File: src/rtl/rv_ctrl_pkg.sv
// rtl/rv_ctrl_pkg.sv - shared types and constants for the RV32I multi-cycle control path
package rv_ctrl_pkg;

    typedef enum logic [2:0] {
        ST_FETCH,
        ST_DECODE,
        ST_EXEC,
        ST_MEM,
        ST_WB,
        ST_TRAP
    } state_e;

    typedef enum logic [1:0] {
        CLS_R,
        CLS_LOAD,
        CLS_STORE,
        CLS_BRANCH
    } class_e;

    localparam logic [6:0] OP_R      = 7'b0110011;
    localparam logic [6:0] OP_LOAD   = 7'b0000011;
    localparam logic [6:0] OP_STORE  = 7'b0100011;
    localparam logic [6:0] OP_BRANCH = 7'b1100011;

    localparam logic [1:0] ALU_OP_ADD   = 2'b00;
    localparam logic [1:0] ALU_OP_SUB   = 2'b01;
    localparam logic [1:0] ALU_OP_FUNCT = 2'b10;

    localparam logic [1:0] ERR_NONE    = 2'b00;
    localparam logic [1:0] ERR_ILLEGAL = 2'b01;
    localparam logic [1:0] ERR_IMEM_TO = 2'b10;
    localparam logic [1:0] ERR_DMEM_TO = 2'b11;

endpackage

File: src/rtl/req_timeout.sv
// rtl/req_timeout.sv - saturating wait counter shared by the fetch and data request phases
//
// Ports:
//   clk, rst_n  clock, synchronous active-low reset
//   clear       restart the count (asserted on entry to a request state)
//   active      a request is outstanding this cycle
//   ack         the outstanding request completes this cycle
//   expired     this is the MEM_TIMEOUT-th consecutive cycle without ack
module req_timeout #(
    parameter int MEM_TIMEOUT = 15
) (
    input  logic clk,
    input  logic rst_n,
    input  logic clear,
    input  logic active,
    input  logic ack,
    output logic expired
);

    // count holds the number of earlier ack-less cycles, so the current
    // cycle is the last allowed one once count reaches MEM_TIMEOUT-1.
    localparam logic [7:0] LIMIT = 8'(MEM_TIMEOUT - 1);

    logic [7:0] count;

    always_ff @(posedge clk) begin
        if (!rst_n || clear) begin
            count <= '0;
        end else if (active && !ack && count != 8'hFF) begin
            count <= count + 8'd1;
        end
    end

    // An ack in the limit cycle wins over expiry.
    assign expired = active && !ack && (count >= LIMIT);

endmodule

File: src/rtl/multicycle_sequencer.sv
// rtl/multicycle_sequencer.sv - multi-cycle fetch/decode/exec/mem/wb control FSM for RV32I
//
// Ports:
//   clk, rst_n              clock, synchronous active-low reset
//   opcode                  IR[6:0], sampled in DECODE
//   alu_zero                ALU zero flag, selects branch target in EXEC
//   imem_req / imem_ack     instruction fetch handshake
//   dmem_req / dmem_we      data access request and direction (1 = store)
//   dmem_ack                data access complete
//   ir_write, pc_write      IR and PC load enables
//   pc_src                  0 = PC+4, 1 = branch target
//   alu_src, alu_op         ALU operand and operation selects
//   reg_write, mem_to_reg   register file write enable and writeback source
//   retire, instret         retire pulse and retired-instruction count
//   halted, err_code        trap indication and cause
module multicycle_sequencer
    import rv_ctrl_pkg::*;
#(
    parameter int MEM_TIMEOUT = 15
) (
    input  logic        clk,
    input  logic        rst_n,
    input  logic [6:0]  opcode,
    input  logic        alu_zero,
    output logic        imem_req,
    input  logic        imem_ack,
    output logic        dmem_req,
    output logic        dmem_we,
    input  logic        dmem_ack,
    output logic        ir_write,
    output logic        pc_write,
    output logic        pc_src,
    output logic        alu_src,
    output logic [1:0]  alu_op,
    output logic        reg_write,
    output logic        mem_to_reg,
    output logic        retire,
    output logic [31:0] instret,
    output logic        halted,
    output logic [1:0]  err_code
);

    state_e     state, state_n;
    class_e     cls, cls_n;
    logic [1:0] err_q, err_n;

    logic to_clear, to_active, to_ack, to_expired;

    // FETCH and MEM never overlap, so one counter serves both.
    assign to_active = (state == ST_FETCH) || (state == ST_MEM);
    assign to_ack    = (state == ST_FETCH) ? imem_ack : dmem_ack;
    assign to_clear  = (state_n != state) &&
                       ((state_n == ST_FETCH) || (state_n == ST_MEM));

    req_timeout #(
        .MEM_TIMEOUT (MEM_TIMEOUT)
    ) u_req_timeout (
        .clk     (clk),
        .rst_n   (rst_n),
        .clear   (to_clear),
        .active  (to_active),
        .ack     (to_ack),
        .expired (to_expired)
    );

    always_ff @(posedge clk) begin
        if (!rst_n) begin
            state   <= ST_FETCH;
            cls     <= CLS_R;
            err_q   <= ERR_NONE;
            instret <= '0;
        end else begin
            state <= state_n;
            cls   <= cls_n;
            err_q <= err_n;
            if (retire) begin
                instret <= instret + 32'd1;
            end
        end
    end

    always_comb begin
        state_n    = state;
        cls_n      = cls;
        err_n      = err_q;
        imem_req   = 1'b0;
        dmem_req   = 1'b0;
        dmem_we    = 1'b0;
        ir_write   = 1'b0;
        pc_write   = 1'b0;
        pc_src     = 1'b0;
        alu_src    = 1'b0;
        alu_op     = ALU_OP_ADD;
        reg_write  = 1'b0;
        mem_to_reg = 1'b0;
        retire     = 1'b0;
        halted     = 1'b0;

        case (state)
            ST_FETCH: begin
                imem_req = 1'b1;
                if (imem_ack) begin
                    ir_write = 1'b1;
                    state_n  = ST_DECODE;
                end else if (to_expired) begin
                    state_n = ST_TRAP;
                    err_n   = ERR_IMEM_TO;
                end
            end
            ST_DECODE: begin
                state_n = ST_EXEC;
                case (opcode)
                    OP_R:      cls_n = CLS_R;
                    OP_LOAD:   cls_n = CLS_LOAD;
                    OP_STORE:  cls_n = CLS_STORE;
                    OP_BRANCH: cls_n = CLS_BRANCH;
                    default: begin
                        state_n = ST_TRAP;
                        err_n   = ERR_ILLEGAL;
                    end
                endcase
            end
            ST_EXEC: begin
                case (cls)
                    CLS_R: begin
                        alu_op  = ALU_OP_FUNCT;
                        state_n = ST_WB;
                    end
                    CLS_LOAD, CLS_STORE: begin
                        alu_src = 1'b1;
                        state_n = ST_MEM;
                    end
                    CLS_BRANCH: begin
                        // Branch resolves here; pc_src follows the live zero flag.
                        alu_op   = ALU_OP_SUB;
                        pc_write = 1'b1;
                        pc_src   = alu_zero;
                        retire   = 1'b1;
                        state_n  = ST_FETCH;
                    end
                    default: state_n = ST_FETCH;
                endcase
            end
            ST_MEM: begin
                dmem_req = 1'b1;
                dmem_we  = (cls == CLS_STORE);
                alu_src  = 1'b1;
                if (dmem_ack) begin
                    if (cls == CLS_STORE) begin
                        pc_write = 1'b1;
                        retire   = 1'b1;
                        state_n  = ST_FETCH;
                    end else begin
                        state_n = ST_WB;
                    end
                end else if (to_expired) begin
                    state_n = ST_TRAP;
                    err_n   = ERR_DMEM_TO;
                end
            end
            ST_WB: begin
                reg_write  = 1'b1;
                mem_to_reg = (cls == CLS_LOAD);
                pc_write   = 1'b1;
                retire     = 1'b1;
                state_n    = ST_FETCH;
            end
            ST_TRAP: begin
                halted = 1'b1;
            end
            default: state_n = ST_FETCH;
        endcase
    end

    assign err_code = err_q;

endmodule

File: config.mk
export PLATFORM = sky130hd
export DESIGN_NAME = multicycle_sequencer
export DESIGN_NICKNAME = d
export VERILOG_FILES = /design/src/rtl/rv_ctrl_pkg.sv /design/src/rtl/req_timeout.sv /design/src/rtl/multicycle_sequencer.sv
export SDC_FILE = /design/constraint.sdc
export NUM_CORES = 1
export LEC_CHECK = 0
export ABC_CLOCK_PERIOD_IN_PS = 2600
export BUFFER_PORTS_ARGS = -buffer_cell sky130_fd_sc_hd__buf_4
export CELL_PAD_IN_SITES_DETAIL_PLACEMENT = 1
export CELL_PAD_IN_SITES_GLOBAL_PLACEMENT = 2
export CORE_AREA = 4 4 110 112
export CTS_CLUSTER_DIAMETER = 50
export DETAILED_ROUTE_END_ITERATION = 7
export DIE_AREA = 0 0 114 116
export PLACE_DENSITY_LB_ADDON = 0.1
export SLEW_MARGIN = 15
export SYNTH_ARGS = -nofsm -noshare
export SYNTH_HDL_FRONTEND = slang
export SYNTH_HIERARCHICAL = 1
export SYNTH_SLANG_ARGS = --single-unit
File: constraint.sdc
create_clock -name clk -period 2.6 [get_ports clk]
set_input_delay 0.52 -clock clk [delete_from_list [all_inputs] [get_ports clk]]
set_output_delay 0.52 -clock clk [all_outputs]
set_load 0.05 [all_outputs]
==> metrics.yaml, run 1 <==
setup_path:
  path_buf_inv: 1
  crit_chain: "or3_4 > nand2_2 > nand2_2 > nand2b_4 > a21oi_4 > nand2b_1 > o31ai_1 > a31oi_1 > o22ai_2 > nor3_2 > nor2b_1 > buf_4 > nand2b_1 > mux2i_1"
  max_stage_delay_ns: 0.40
  cp-end-kind: "flip-flop"
  crit_family: "simple AND/OR/NAND/NOR gates"
  required_ns: 2.82
  worstPathMaxFanout: 5
  cp.arrival_ns: 2.69
  worstSetupPathType: "reg -> reg"
  crit_slowest_cell: "or3_4"
  start_kind: "flip-flop"
timing:
  worstMarginPinSlew_ns: 0.604
  layout_setup_ws_ns: 0.126
  holdWs_ns: 0.500
  tns_ns: 0
  fin_crit_sh: 0.952
  rsz0062_at_grt: "yes"
  slew_headroom: 0.594
  final_hold_viol_count: 0
  max_freq_mhz: 404
  drv_slew: 0
  period_minus_slack_ns: 2.47
  setup_violations: 0
  clock_skew_ns: 0.00612
cts:
  clk_pin_slew_ns: 0.07
  cts_sinks: 47
  cts_root_buf: "clkbuf_16"
  cts_tree: "built"
  cts_made_buffers: 5
  clk_latency_ns: 0.29
  cts_hold_buf: 0
  htreeDepth: 2
  clock_path_buffers: 2
yosys:
  yosysWarnings: 6
  synth_area_leaders: "dfxtp_1 34%, and2_1 7.3%, xnor2_1 7.0%"
  syn_area_per_cell_um2: 8.95
  synth_edf_count: 0
  synth_seq_cells: 47
  synthesis.nets: 325
  async_flop_share: 0
  ys_types: 55
  synth_top_area_cell: "dfxtp_1"
  syn_inst: 306
  netlist.area_leader.share: 0.343
  syn_area_um2: 2740
  ys.flop_type: "dfxtp_1"
  synth_seq_area_share: 0.343
floorplanning:
  initial_utilization: 0.244
  dieArea_um2: 13200
  dieWidth_um: 114
  pin_count: 59
  num_rows: 39
  core-area_um2: 11200
  die_h_um: 116
detailed_routing:
  vias: 2402
  drtPass1Iterations: 4
  via_per_inst: 4.69
  drc: 0
  drt_iter0_drc: 88
  detail-route-antenna-nets: 0
  wl_per_cell_um: 14.9
  routed_wl_mm: 7.64
status:
  outcome: "complete, no violations"
grt:
  grtUsageTotal: 0.117
  antenna_found_initial: 0
  grt_pass1_wl_mm: 12.5
  grt_max_degree: 45
  grt_pass1_vias: 2473
  gr-total-overflow: 0
placed_design:
  place_inst: 502
  gp_congestion: 0.729
  pre_cts_slack_ns: -0.0427
  place_area_um2: 3350
  port_buffers: 58
  hpwl_mm: 5.62
cells_and_area:
  final_util: 0.317
  area_growth_pct: 29.8
  design_area_um2: 3560
  fin_cells: 512
  drive_above_1_share: 0.293
  diodes: 0
  layout.nets: 388
pwr:
  p_total_mw: 1.65
  power.leakage_nw: 1.50
  vdd_drop_max_uv: 229
  power_density_nw_per_um2: 465
worst_hold_path:
  hold_class: "in -> reg"
job:
  maxCapViolCount: 0
[placed cells by master (no fill, tap or decap), drive strengths merged, types with 3 or more instances in the layout]
master	instances
nor2b	7
nor3	6
nand3	18
nor4	5
and3	9
o21ai	3
ha	7
a21oi	7
nand4	18
buf	68
a211oi	3
nand2b	16
mux2i	6
clkbuf	6
inv	8
xnor2	22
xor2	5
and2	32
nand2	24
a21boi	5
o211ai	3
and4	4
nor2	10
dfxtp	47
a31oi	4
[synth_stat cells, types with 2 or more instances]
cell type  instances
a211oi_2           3
a21boi_0           5
a21oi_1            7
a31oi_1            4
a41o_1             2
and2_1            32
and3_1             9
and4_1             4
buf_6              3
clkbuf_1           6
dfxtp_1           47
ha_1               7
inv_1              8
mux2i_1            6
nand2_1           23
nand2b_1          16
nand3_1           17
nand4_1           15
nand4_2            3
nor2_1            10
nor2b_1            7
nor3_1             6
nor4_2             2
nor4_4             2
nor4b_2            2
o211ai_1           3
o21ai_0            2
o31ai_1            2
or3_1              2
xnor2_1           22
xor2_1             5
[kinds of logic after synthesis]
group,synth area share
compound gates,0.103
flops,0.343
xor+xnor,0.0863
fa+ha+maj,0.0320
mux,0.0219
simple gates,0.374
buf+inv,0.0388
[state kept, by name, summed over array words and instances, names as in the netlist]
name and count:
err_code 2, state 3, instret 32, cls 2
u_req_timeout/count 8
[what timing repair did]
item | 4_1_cts | 5_1_grt
pin swaps | 1 | 7
endpoints found under the hold margin | 0 | 0
gates resized for setup | 2 | 10
buffers inserted | 0 | 2
gates cloned | 0 | 1
endpoints found under the setup margin | 3 | 8
[per-layer routing]
metal,global-route usage,part of all wire
met4,0.0285,0.011
met2,0.201,0.48
met3,0.0282,0.046
met5,0,0
met1,0.149,0.46
[final timing paths]
path                                from                endpoint  slack, ns  depth (start not counted)
setup / recovery                state[1]  u_req_timeout/count[2]       0.13                         14
hold / removal                 opcode[6]                  cls[0]       0.50                          2
setup reg to reg                state[1]  u_req_timeout/count[2]       0.13                         14
hold reg to reg   u_req_timeout/count[0]  u_req_timeout/count[0]       0.52                          2
[final cells by class]
type                       instances  area (um^2)
fill                            1345         7670
clock inverter                     1         5.00
tap                              143          179
multi-input combinational        238         1740
sequential                        47          945
timing repair buffer              68          508
inverter                           9         37.5
clock buffer                       6          139
[power breakdown]
part	internal [mW]	switching [mW]
logic	0.0936	0.158
clock network	0.376	0.277
registers	0.733	0.0139
Note: power is estimated with default switching activity, not from simulation.
==> run 2: changes to the inputs <==
CORE_AREA = 4 4 109 111   (was 4 4 110 112)
DIE_AREA = 0 0 113 115   (was 0 0 114 116)
SYNTH_HIERARCHICAL = unset   (was 1)
==> run 2 against run 1 <==
  * Worst setup slack better by 0.11 ns
  * Maximum frequency rose by 4.6%
  * Non-clock buffer count rose by 9
==> metrics.yaml, run 2 <==
cells_and_area:
  drive_above_1_share: 0.245  # -0.0478
  layout_common_cells: "77 x buf_4, 47 x dfxtp_1, 26 x nor2_1"
  final_common_cell: "buf_4"
  largest-register: "instret"
  largest_reg_flops: 32  # unchanged
  area_growth_pct: 28.4
  multi_input_area_um2: 1630  # -6.4%
  diodes: 0  # unchanged
  layout.nets: 406  # +4.6%
  reg_top3: "instret (32), u_req_timeout.count (8), state (3)"
  fill_cells: 1279  # -4.9%
  design_area_um2: 3460  # -2.7%
  register_area_um2: 941  # -0.40%
pwr:
  seq_power_share: 0.539  # +0.087
  power.leakage_nw: 1.28  # -15%
  clkPwrFrac: 0.329  # -0.066
  power_density_nw_per_um2: 401  # -14%
  p_total_mw: 1.39  # -16%
  power.internal_mw: 0.989  # -18%
  switching_share: 0.287  # +0.0154
  p_comb_frac: 0.132  # -0.020
  vdd_drop_max_uv: 179  # -22%
  switchingPower_mw: 0.398  # -11%
status:
  outcome: "complete, no violations"
timing:
  final_hold_viol_count: 0  # unchanged
  drv_slew: 0  # unchanged
  fin_crit_sh: 0.910  # -0.0417
  clock_skew_ns: 0.0117  # +0.00561 ns
  worstMarginPinSlew_ns: 0.566  # -0.0377 ns
  rsz0062_at_grt: "no"
  tns_ns: 0  # unchanged
  period_minus_slack_ns: 2.37  # -0.108 ns
  max_freq_mhz: 423  # +4.6%
  slew_headroom: 0.618  # +0.0242
  holdWs_ns: 0.487  # -0.0130 ns
  setup_violations: 0  # unchanged
yosys:
  syn_area_um2: 2700  # -1.6%
  ys.flop_type: "dfxtp_1"
  ys_types: 54  # -1.8%
  synthesis.nets: 338  # +4.0%
  async_flop_share: 0  # unchanged
  synth_top_area_cell: "dfxtp_1"
  synth_edf_count: 0  # unchanged
  syn_inst: 319  # +4.2%
  syn_area_per_cell_um2: 8.45  # -5.7%
  synth_seq_area_share: 0.349  # +0.00574
  synth_area_leaders: "dfxtp_1 35%, xnor2_1 4.5%, nor2_1 3.6%"
  synth_seq_cells: 47  # unchanged
  yosys-top-cells-count: "47 x dfxtp_1, 26 x nor2_1, 19 x nand2_1"
  yosys.cell_count.top_type: "dfxtp_1"
  yosysWarnings: 0  # -6
  netlist.area_leader.share: 0.349  # +0.00574
worst_hold_path:
  hp-start: "instret[31]"
  hold_depth: 2  # unchanged
  holdPathEnd: "instret[31]"
  hold_class: "reg -> reg"
setup_path:
  worstPathMaxFanout: 8  # +3
  path_buf_inv: 4  # +3
  start_kind: "flip-flop"
  crit_chain: "inv_1 > nor3_4 > buf_4 > nor2_1 > inv_1 > buf_4"
  reg2reg_depth: 6  # -8
  worstSetupPathType: "reg -> out"
  r2r_start: "instret[1]"
  cp.arrival_ns: 1.85  # -0.84 ns
  r2r-end: "instret[26]"
  cp-end-kind: "output port"
  crit_slowest_cell: "dfxtp_1"
  required_ns: 2.08  # -0.74 ns
  r2r_slack_ns: 0.37  # +0.24 ns
  critPathLaunch: "state[2]"
  max_stage_delay_ns: 0.48  # +0.08 ns
  crit_family: "buffers and inverters"
cts:
  cts_made_buffers: 5  # unchanged
  htreeDepth: 2  # unchanged
  clk_pin_slew_ns: 0.10  # +0.03 ns
  clock_path_buffers: 2  # unchanged
  cts_tree: "built"
  clk_latency_ns: 0.31  # +0.02 ns
  cts_root_buf: "clkbuf_8"
  cts_hold_buf: 0  # unchanged
  cts_sinks: 47  # unchanged
grt:
  gr-total-overflow: 0  # unchanged
  grt_pass1_wl_mm: 13.7  # +9.1%
  grt_pass1_vias: 2762  # +12%
  grt_max_degree: 38  # -16%
  antenna_found_initial: 0  # unchanged
  grtUsageTotal: 0.127  # +0.00949
job:
  maxCapViolCount: 0  # unchanged
placed_design:
  port_buffers: 58  # unchanged
  gp_congestion: 0.713  # -2.2%
  place_area_um2: 3370  # +0.67%
  hpwl_mm: 6.04  # +7.4%
detailed_routing:
  drt_iter0_drc: 125  # +42%
  via_per_inst: 4.96  # +5.8%
  detail-route-antenna-nets: 0  # unchanged
  wl_per_cell_um: 15.0  # +0.56%
  drc: 0  # unchanged
  routed_wl_mm: 7.92  # +3.7%
  drtPass1Iterations: 4  # unchanged
  vias: 2621  # +9.1%
floorplanning:
  initial_utilization: 0.250  # +0.00556
  dieArea_um2: 13000  # -1.7%
  num_rows: 38  # -2.6%
  dieWidth_um: 113  # -0.88%
  pin_count: 59  # unchanged
  die_h_um: 115  # -0.86%
  core-area_um2: 10800  # -3.8%
run 2: metal layers:
| layer | vias to the layer above | track usage | part of all wire |
|---|---|---|---|
| met5 | - | 0 | 0 |
| met3 | 9 | 0.0242 | 0.035 |
| met2 | 43 | 0.212 | 0.47 |
| met1 | 1264 | 0.168 | 0.48 |
| li1 | 1305 | - | - |
| met4 | 0 | 0.0345 | 0.013 |
run 2: worst reg2reg max path: stages (launching register included):
cell and delay (ns):
dfxtp_1 0.44, ha_1 0.22, nand3_1 0.09, nor4_1 0.38, o21ai_1 0.31, or4_1 0.56, a21boi_0 0.17
run 2: through the flow:
stage	setup WS (ns)	util	std cells
global route	0.00576	0.321	528
CTS	0.0324	0.320	528
floorplan	0.136	-	319
finish	0.234	0.321	528
global placement	0.363	0.312	520
detailed placement	0.335	0.312	520
run 2: cell type report:
| cell class | instances | share of cell area |
|---|---|---|
| Inverter | 13 | 0.0141 |
| Multi-Input combinational cell | 243 | 0.472 |
| Sequential cell | 47 | 0.272 |
| Timing Repair Buffer | 77 | 0.167 |
| Clock buffer | 6 | 0.0210 |
| Tap cell | 140 | 0.0506 |
| Clock inverter | 2 | 0.00362 |
run 2: what timing repair did:
item,in CTS,in global routing
resized for setup,0,1
endpoints found under the hold margin,0,0
endpoints found under the setup margin,0,2
buffers inserted,0,0
run 2: power groups by stage:
stage / Combinational, mW / Clock, mW / Sequential [mW]
floorplan: 0.116 / 0 / 0.767
finish: 0.183 / 0.456 / 0.748
CTS: 0.185 / 0.491 / 0.748
global route: 0.200 / 0.522 / 0.750
global placement: 0.184 / 0 / 0.764
detailed placement: 0.184 / 0 / 0.764
run 2: worst max path at each step:
stage                                        end  slack [ns]  depth (start not counted)
final                                   pc_write        0.23                          6
after global routing                 instret[26]       0.006                          6
after CTS                               pc_write        0.03                          6
after detailed placement             instret[28]        0.34                          5
after global placement    u_req_timeout.count[7]        0.36                          8
after floorplan                           retire        0.14                          7
run 2: cell families after synthesis:
family	Yosys count	share of synthesized area
compound gates	83	0.227
xor+xnor	14	0.0455
fa+ha+maj	7	0.0325
buf+inv	29	0.0520
flops	47	0.349
mux	4	0.0149
simple gates	135	0.279
==> run 3: changes to the inputs <==
--- a/config.mk
+++ b/config.mk
@@ -7,2 +7,3 @@
 export LEC_CHECK = 0
+export ABC_AREA = 1
 export ABC_CLOCK_PERIOD_IN_PS = 2600
@@ -11,6 +12,6 @@
 export CELL_PAD_IN_SITES_GLOBAL_PLACEMENT = 2
-export CORE_AREA = 4 4 109 111
+export CORE_AREA = 4 4 113 115
 export CTS_CLUSTER_DIAMETER = 50
 export DETAILED_ROUTE_END_ITERATION = 7
-export DIE_AREA = 0 0 113 115
+export DIE_AREA = 0 0 117 119
 export PLACE_DENSITY_LB_ADDON = 0.1
==> constraint.sdc (replaced) <==
create_clock -name clk -period 2.6 [get_ports clk]
set_input_delay 0.39 -clock clk [delete_from_list [all_inputs] [get_ports clk]]
set_output_delay 0.39 -clock clk [all_outputs]
set_load 0.05 [all_outputs]
==> run 3 against run 2 <==
  * Synthesized area grew 7.6%
  * Clock-buffer cell count is the same
  * Critical path depth is the same
  * Synthesized cell count grew 42%
  * Core utilization shrank 1.0 points
  * Via count grew 13%
  * Wire length grew 20%
  * Worst setup slack gained 0.19 ns
  * Sequential power shrank 0.8%
  * Worst hold slack lost 0.082 ns
  * Global-route usage grew 1.9 points
  * Die area grew 7.1%
==> metrics.yaml, run 3 <==
status:
  outcome: "complete, no violations"
setup_path:
  worstSetupPathType: "reg -> out"
  r2r_slack_ns: 0.72  # +0.35 ns
  required_ns: 2.21  # +0.13 ns
  cp-end-kind: "output port"
  r2r-end: "instret[8]"
  reg2reg_depth: 9  # +3
  r2r_start: "state[1]"
  worstPathMaxFanout: 15  # +7
  cp.arrival_ns: 1.78  # -0.07 ns
  start_kind: "flip-flop"
grt:
  grt_pass1_wl_mm: 15.9  # +17%
  antenna_found_initial: 0  # unchanged
  grt_max_degree: 22  # -42%
  grt_pass1_vias: 3076  # +11%
  grtUsageTotal: 0.146  # +0.0190
  gr-total-overflow: 0  # unchanged
pwr:
  power.leakage_nw: 1.56  # +22%
  power.internal_mw: 1.24  # +25%
  clkPwrFrac: 0.441  # +0.112
  switchingPower_mw: 0.437  # +9.8%
  vdd_drop_max_uv: 289  # +61%
  p_comb_frac: 0.117  # -0.015
  power_density_nw_per_um2: 458  # +14%
  switching_share: 0.261  # -0.0265
  seq_power_share: 0.442  # -0.097
cells_and_area:
  area_growth_pct: 26.3
  reg_top3: "instret (32), u_req_timeout.count (8), state (3)"
  largest-register: "instret"
  final_common_cell: "nand2_1"
  diodes: 0  # unchanged
  layout_common_cells: "124 x nand2_1, 68 x nor2_1, 63 x buf_4"
  drive_above_1_share: 0.163  # -0.0814
  layout.nets: 533  # +31%
  multi_input_area_um2: 1670  # +2.3%
  largest_reg_flops: 32  # unchanged
  fill_cells: 1531  # +20%
  register_area_um2: 941  # unchanged
cts:
  clk_latency_ns: 0.30  # about the same
  htreeDepth: 2  # unchanged
  clk_pin_slew_ns: 0.07  # -0.03 ns
  cts_tree: "built"
  cts_root_buf: "clkbuf_16"
  cts_resized: 0  # unchanged
  cts_setup_buffers: 0  # unchanged
  cts_hold_buf: 0  # unchanged
  cts_sinks: 47  # unchanged
  cts_made_buffers: 5  # unchanged
  clock_path_buffers: 2  # unchanged
floorplanning:
  core-area_um2: 11800  # +9.4%
  dieWidth_um: 117  # +3.5%
  initial_utilization: 0.245  # -0.00427
  dieArea_um2: 13900  # +7.1%
  pin_count: 59  # unchanged
  num_rows: 40  # +5.3%
  die_h_um: 119  # +3.5%
timing:
  max_freq_mhz: 460  # +8.9%
  drv_slew: 0  # unchanged
  clock_skew_ns: 0.00651  # -0.00521 ns
  setup_violations: 0  # unchanged
  tns_ns: 0  # unchanged
  period_minus_slack_ns: 2.17  # -0.194 ns
  fin_crit_sh: 0.835  # -0.0746
  worstMarginPinSlew_ns: 0.519  # -0.0473 ns
  rsz0062_at_grt: "no"
  layout_setup_ws_ns: 0.428  # +0.194 ns
  slew_headroom: 0.651  # +0.0329
  final_hold_viol_count: 0  # unchanged
yosys:
  ys_types: 32  # -41%
  syn_inst: 453  # +42%
  synth_seq_cells: 47  # unchanged
  ys.flop_type: "dfxtp_1"
  syn_area_per_cell_um2: 6.40  # -24%
  yosysWarnings: 0  # unchanged
  synth_edf_count: 0  # unchanged
  async_flop_share: 0  # unchanged
  syn_area_um2: 2900  # +7.6%
  synth_seq_area_share: 0.325  # -0.0246
  yosys-top-cells-count: "124 x nand2_1, 68 x nor2_1, 61 x inv_1"
  synthesis.nets: 472  # +40%
  netlist.area_leader.share: 0.325  # -0.0246
  synth_top_area_cell: "dfxtp_1"
  synth_area_leaders: "dfxtp_1 32%, nand2_1 16%, nor2_1 8.8%"
  yosys.cell_count.top_type: "nand2_1"
detailed_routing:
  detail-route-antenna-nets: 0  # unchanged
  via_per_inst: 4.48  # -9.7%
  drc: 0  # unchanged
  drtPass1Iterations: 4  # unchanged
  routed_wl_mm: 9.48  # +20%
  drt_iter0_drc: 117  # -6.4%
  vias: 2963  # +13%
  wl_per_cell_um: 14.3  # -4.4%
worst_hold_path:
  hold_class: "in -> reg"
  hp-start: "opcode[5]"
  holdPathEnd: "cls[1]"
  hold_depth: 3  # +1
placed_design:
  port_buffers: 58  # unchanged
  pre_cts_slack_ns: 0.700  # +0.364 ns
  hpwl_mm: 7.66  # +27%
  gp_congestion: 0.799  # +12%
job:
  maxCapViolCount: 0  # unchanged
[run 3: cell count changes after synthesis, sizes merged, moves of 6 or more]
cell | before | now
and2 | 15 | 0
inv | 13 | 62
o211ai | 8 | 0
nand2b | 11 | 0
o21a | 12 | 0
nor2 | 27 | 72
o31ai | 10 | 0
a21oi | 6 | 34
xor2 | 0 | 16
a21boi | 6 | 0
nand2 | 19 | 128
[run 3: how the worst max path moves through the flow]
stage                  start    endpoint  slack (ns)  depth (start not counted)
floorplan           state[0]      retire        0.43                          7
global placement    state[1]  instret[8]        0.70                          9
detailed placement  state[1]  instret[8]        0.70                          9
CTS                 state[1]    pc_write        0.36                          6
global route        state[1]    pc_write        0.21                          6
finish              state[1]    pc_write        0.43                          6
[run 3: cell type report]
cell class                      instances  area share
Timing Repair Buffer                   63       0.129
Tap cell                              147      0.0502
Sequential cell                        47       0.257
Clock inverter                          1     0.00820
Multi-Input combinational cell        334       0.456
Clock buffer                            6      0.0352
Inverter                               63      0.0646
[run 3: worst max-delay path: stages (launching register included)]
cell and delay, ns:
dfxtp_1 0.39, inv_1 0.09, nor3_1 0.27, nand2_1 0.15, nand3_2 0.12, buf_4 0.22
buf_4 0.23
[run 3: power by group through the flow]
stage	logic, mW	clock network [mW]	registers, mW
after global routing	0.221	0.805	0.743
after global placement	0.199	0	0.758
after floorplan	0.122	0	0.769
final	0.197	0.739	0.742
after detailed placement	0.201	0	0.758
after CTS	0.202	0.779	0.741
[run 3: logic make-up (layout without fill, tap and decap cells)]
logic type	count (synthesis)	in the layout	share of synthesized area
adders and majority gates	7	7	0.0302
xor gates and xnor gates	28	28	0.0846
and+or+nand+nor	249	249	0.372
DFF	47	47	0.325
buffers and inverters	72	133	0.0997
AOI/OAI and AO/OA	50	50	0.0889
[run 3: layer usage]
metal | up-vias | global-route usage | part of all wire
met2 | 33 | 0.257 | 0.53
li1 | 1533 | - | -
met4 | 0 | 0.0373 | 0.011
met3 | 8 | 0.0330 | 0.029
met5 | - | 0 | 0
met1 | 1389 | 0.176 | 0.43
[run 3: metrics by stage]
stage               utilization  instance area, um^2  cells  hold slack [ns]  total power [mW]
floorplan                     -                 2900    453            0.474             0.891
global placement          0.297                 3500    654            0.454             0.957
detailed placement        0.297                 3500    654            0.462             0.959
CTS                       0.310                 3660    661            0.397              1.72
global route              0.310                 3660    661            0.433              1.77
finish                    0.310                 3660    661            0.406              1.68
